## src/rtl/conv_pkg.sv

```systemverilog
// Shared state encoding and default sizing for the sequential convolution engine.
package conv_pkg;
   typedef enum logic [1:0] {IDLE, LOAD, COMPUTE, EMIT} state_t;

   localparam int CONV_N  = 8;
   localparam int CONV_DW = 8;
   localparam int CONV_OW = 16;

   localparam int NOUT = 2*CONV_N - 1;
   localparam int ACCW = 2*CONV_DW + $clog2(CONV_N);
   localparam int IDXW = $clog2(NOUT);
endpackage

```

## src/rtl/conv_mac_unit.sv

```systemverilog
// Registered multiply-accumulate; one-cycle latency, clr has priority over en.
// No backpressure: the caller gates en.
module conv_mac_unit
   import conv_pkg::*;
#(
   parameter int DW = CONV_DW,
   parameter int AW = ACCW
) (
   input  logic          clk,
   input  logic          rst,
   input  logic          clr,
   input  logic          en,
   input  logic [DW-1:0] a,
   input  logic [DW-1:0] b,
   output logic [AW-1:0] acc
);
   logic [2*DW-1:0] prod;

   assign prod = {{DW{1'b0}}, a} * {{DW{1'b0}}, b};

   always_ff @(posedge clk or posedge rst) begin
      if (rst)
         acc <= '0;
      else if (clr)
         acc <= '0;
      else if (en)
         acc <= acc + AW'(prod);
   end
endmodule

```

## src/rtl/conv_mac_sequencer.sv

```systemverilog
// Sequential linear convolution: loads x/h, runs N*N MACs one per cycle, emits 2N-1 results.
// y[n] appears T(n) cycles after its compute phase starts; result outputs hold until out_ready.
module conv_mac_sequencer
   import conv_pkg::*;
#(
   parameter int N  = CONV_N,
   parameter int DW = CONV_DW,
   parameter int OW = CONV_OW
) (
   input  logic                     clk,
   input  logic                     rst,
   input  logic                     start,
   output logic                     busy,
   output logic                     done,
   input  logic                     in_valid,
   output logic                     in_ready,
   input  logic [DW-1:0]            in_x,
   input  logic [DW-1:0]            in_h,
   output logic                     out_valid,
   input  logic                     out_ready,
   output logic [OW-1:0]            out_data,
   output logic [$clog2(2*N-1)-1:0] out_idx
);
   localparam int NRES = 2*N - 1;
   localparam int AW   = 2*DW + $clog2(N);
   localparam int IW   = $clog2(NRES);
   localparam int KW   = $clog2(N);

   state_t        state;
   logic [DW-1:0] x_buf [N];
   logic [DW-1:0] h_buf [N];
   logic [IW-1:0] k, n, n_nxt, k_last, k_first_nxt;
   logic [KW-1:0] h_sel;
   logic [AW-1:0] acc;
   logic          in_hs, out_hs, mac_clr, mac_en;
   logic          unused_acc_hi;

   assign in_hs  = in_valid && in_ready;
   assign out_hs = out_valid && out_ready;
   assign n_nxt  = n + IW'(1);

   // k sweeps max(0,n-N+1)..min(n,N-1) so that h index n-k stays inside the buffer
   assign k_last      = (n < IW'(N)) ? n : IW'(N-1);
   assign k_first_nxt = (n_nxt < IW'(N)) ? '0 : n_nxt - IW'(N-1);
   assign h_sel       = KW'(n - k);

   assign mac_clr = (state == LOAD) || ((state == EMIT) && out_hs);
   assign mac_en  = (state == COMPUTE);

   conv_mac_unit #(.DW(DW), .AW(AW)) u_mac (
      .clk (clk),
      .rst (rst),
      .clr (mac_clr),
      .en  (mac_en),
      .a   (x_buf[k[KW-1:0]]),
      .b   (h_buf[h_sel]),
      .acc (acc)
   );

   assign out_data      = acc[OW-1:0];
   assign out_idx       = n;
   assign unused_acc_hi = ^acc[AW-1:OW];

   always_ff @(posedge clk or posedge rst) begin
      if (rst) begin
         state     <= IDLE;
         busy      <= 1'b0;
         done      <= 1'b0;
         in_ready  <= 1'b0;
         out_valid <= 1'b0;
         k         <= '0;
         n         <= '0;
         for (int i = 0; i < N; i++) begin
            x_buf[i] <= '0;
            h_buf[i] <= '0;
         end
      end else begin
         done <= 1'b0;
         case (state)
            IDLE: begin
               if (start) begin
                  state    <= LOAD;
                  busy     <= 1'b1;
                  in_ready <= 1'b1;
                  k        <= '0;
               end
            end
            LOAD: begin
               if (in_hs) begin
                  x_buf[k[KW-1:0]] <= in_x;
                  h_buf[k[KW-1:0]] <= in_h;
                  if (k == IW'(N-1)) begin
                     state    <= COMPUTE;
                     in_ready <= 1'b0;
                     k        <= '0;
                     n        <= '0;
                  end else begin
                     k <= k + IW'(1);
                  end
               end
            end
            COMPUTE: begin
               if (k == k_last) begin
                  state     <= EMIT;
                  out_valid <= 1'b1;
               end else begin
                  k <= k + IW'(1);
               end
            end
            EMIT: begin
               if (out_ready) begin
                  out_valid <= 1'b0;
                  if (n == IW'(NRES-1)) begin
                     state <= IDLE;
                     busy  <= 1'b0;
                     done  <= 1'b1;
                  end else begin
                     n     <= n_nxt;
                     k     <= k_first_nxt;
                     state <= COMPUTE;
                  end
               end
            end
            default: state <= IDLE;
         endcase
      end
   end
endmodule

```

## config.mk

```make
export PLATFORM = sky130hd
export DESIGN_NAME = conv_mac_sequencer
export DESIGN_NICKNAME = d
export VERILOG_FILES = /design/src/rtl/conv_pkg.sv /design/src/rtl/conv_mac_unit.sv /design/src/rtl/conv_mac_sequencer.sv
export SDC_FILE = /design/constraint.sdc
export NUM_CORES = 1
export LEC_CHECK = 0
export ABC_AREA = 1
export CAP_MARGIN = 0
export CELL_PAD_IN_SITES_DETAIL_PLACEMENT = 0
export CELL_PAD_IN_SITES_GLOBAL_PLACEMENT = 1
export CORE_UTILIZATION = 35
export CTS_CLUSTER_SIZE = 28
export DETAILED_ROUTE_END_ITERATION = 8
export PLACE_DENSITY = 0.65
export SETUP_SLACK_MARGIN = 0.5
export SLEW_MARGIN = 20
export SYNTH_ARGS = -nofsm -noshare
export SYNTH_HDL_FRONTEND = slang
export SYNTH_SLANG_ARGS = --single-unit
```

## constraint.sdc

```tcl
create_clock -name clk -period 15.6 [get_ports clk]
set_input_delay 3.12 -clock clk [delete_from_list [all_inputs] [get_ports clk]]
set_output_delay 3.12 -clock clk [all_outputs]
set_load 0.01 [all_outputs]
```

==> results by group <==
Timing
  • Final Setup Violations: 0
  • Slew @ Worst Pin: ~1.0 ns
  • Fin crit share: 0.421
  • Max Slew Vio Count: 0
  • RSZ-0062 raised after global routing: false
  • Final Skew: 0.0237 ns
  • Hold Violations, Final: 0
  • Setup TNS: 0 ns
  • Worst slew margin: 0.307
  • Min Tclk post-route: approximately 6.6 ns
  • Peak Freq: ~150 MHz

Worst setup path
  • Critical path depth: 29
  • Worst path max stage delay: ~0.85 ns
  • Reg2reg path depth: 29
  • Worst EP required: between 15 and 20 ns
  • CP dominant cell by count: nand2_1
  • Crit-path leading delay family: adder cells
  • CP startpoint kind: flop
  • Worst EP arrival: 6.89 ns
  • Buf/Inv on CP: 8
  • Crit Path Class: flop to flop
  • Slowest cell on crit path: fa_1
  • Critical Path End Type: flop
  • CP max FO: 40

Logic synthesis
  • Area leader, netlist: dfrtp_1
  • Top_reg_cell synth: dfrtp_1
  • Syn_nets: 1396
  • Post-synthesis async set-or-reset flop share: 1.00
  • Register area share after synthesis: 0.395
  • Number of cells produced by synthesis: between 1000 and 1500
  • Cell Area, Synth: 10000 µm²
  • Post-synth EDFFs: 0
  • Syn avg cell area: between 7 and 8 µm²
  • Synth top area share: 0.395
  • Count leader, synth: nand2_1
  • Synthesis Warnings: 0
  • Synth Register Bits: about 160
  • Synth top area cells: dfrtp_1, nand2_1, fa_1
  • Distinct cells, synth: 31
  • Post-synth top cells: nand2_1, inv_1, dfrtp_1, o21ai_1, nor2_1

Routing
  • DR pass1 iterations: 5
  • M1 wire length: between 10000 and 15000 µm
  • Detail Route Antenna Nets: 0
  • Via count: roughly 8000
  • DRC: 0
  • Met2 Wirelength: 11600 µm
  • Uppermost layer routed: met4
  • Detailed Route Iter0 Violations: between 500 and 600
  • WL final: roughly 26000 µm
  • Met3 routed WL: ~830 µm
  • DR WL/cell: 15.2 µm
  • Via density: about 4.7

Floorplan
  • Die H: between 150 and 200 µm
  • FP Rows: a little over 60
  • Chip Width: around 170 µm
  • Initial Utilization: 0.358
  • # IOs: 45
  • Core footprint: ~28000 µm²
  • Die area: just under 30000 µm²

Layout
  • Synth-to-layout area growth: 13.5%
  • Diode count: 0
  • Fill count: just under 3000
  • Nets: around 1400
  • Final core utilization: 0.407
  • Layout cell share with drive strength beyond 1: 0.0554

Clocking
  • Post-CTS resize count: 0
  • Clk sink count: roughly 160
  • Hold_buf cts: 0
  • Num CTS Buffers: 17
  • H-tree Lvls: 4
  • CTS tree: built
  • Postcts setup bufs: 0
  • Worst-Skew Late Latency: 0.44 ns
  • Root Buffer: clkbuf_16
  • CTS Buffer Depth: 2
  • Reg clk slew, reported paths: ~0.070 ns

Worst hold path
  • Hold path cells: 2
  • Min-delay worst type: flop to flop

Placement
  • IO Port Bufs: 44
  • Routability congestion estimate: about 0.81
  • HPWL after detailed placement: ~18000 µm

Global routing
  • Initial antenna violation count: 0
  • Vias in the first global route: 7935
  • Total gr overflow: 0
  • First-pass GRT wire length: around 43000 µm
  • Tot GR Track Use: 0.191
  • Largest net degree at the start of global routing: 92

Outcome
  • Status: completed

Run
  • MaxCap Viol Count: 0
[area by class of cell]
| class | instances | area [µm²] | area share |
|---|---|---|---|
| multi-input combinational | 864 | 5020 | 0.442 |
| sequential | 158 | 3950 | 0.348 |
| inverter | 217 | 820 | 0.0721 |
| clock inverter | 15 | 209 | 0.0184 |
| timing repair buffer | 47 | 463 | 0.0408 |
| clock buffer | 17 | 425 | 0.0374 |
| tap | 378 | 473 | 0.0416 |
[worst paths after layout]
kind                                       from                         to  slack, ns
hold reg to reg            h_buf[2]$_DFFE_PP0P_       h_buf[2]$_DFFE_PP0P_       0.49
max in group asynchronous                   rst      h_buf[10]$_DFFE_PP0P_      10.85
setup / recovery               k[0]$_DFFE_PP0P_  u_mac.acc[11]$_DFFE_PP0P_       9.03
setup reg to reg               k[0]$_DFFE_PP0P_  u_mac.acc[11]$_DFFE_PP0P_       9.03
min in group asynchronous                   rst      h_buf[59]$_DFFE_PP0P_       3.22
hold / removal             h_buf[2]$_DFFE_PP0P_       h_buf[2]$_DFFE_PP0P_       0.49
[state kept, by name, indices dropped and copies added, names as in the netlist]
name	cells
busy	1
done	1
h_buf	64
in_ready	1
k	4
out_idx	4
out_valid	1
state	2
u_mac.acc	16
x_buf	64
[metal layers]
layer / global-route usage / up-vias
li1: - / 4051
met1: 0.276 / 3765
met2: 0.306 / 137
met3: 0.0278 / 9
met4: 0.0299 / 0
met5: 0 / -
[tightest hold or removal path, cell delays in order (launching register included)]
cell and delay [ns]:
dfrtp_1 0.34, nand2_1 0.05, o21ai_0 0.06
[cell usage in the layout (no fill, tap or decap), types with 39 or more instances in the layout]
cell type,count
o21ai_0,59
o21ai_1,123
nand3_1,60
fa_1,51
nand2_1,364
inv_1,204
dfrtp_1,158
clkdlybuf4s50_1,44
nor2_1,71
ha_1,39
[stage by stage]
step                      hold WS [ns]  setup slack [ns]  area [µm²]  std cells
after floorplan                  0.453              8.22       10000       1284
after global placement           0.466              9.06       10700       1664
after detailed placement         0.474              8.99       10700       1664
after CTS                        0.493              8.98       11400       1696
after global routing             0.504              8.45       11400       1696
final                            0.488              9.03       11400       1696
[cell families (layout without fill, tap and decap cells)]
family	count (synthesis)	count (layout)	share of synthesized area
xor+xnor	11	11	0.0111
compound gates	230	230	0.117
buf+inv	262	296	0.104
simple gates	532	532	0.221
fa+ha+maj	91	91	0.152
flops	158	158	0.395
Power is left out: the tool's default activity adds up to more than one toggle a clock period on the data nets, which glitch-free logic cannot reach.
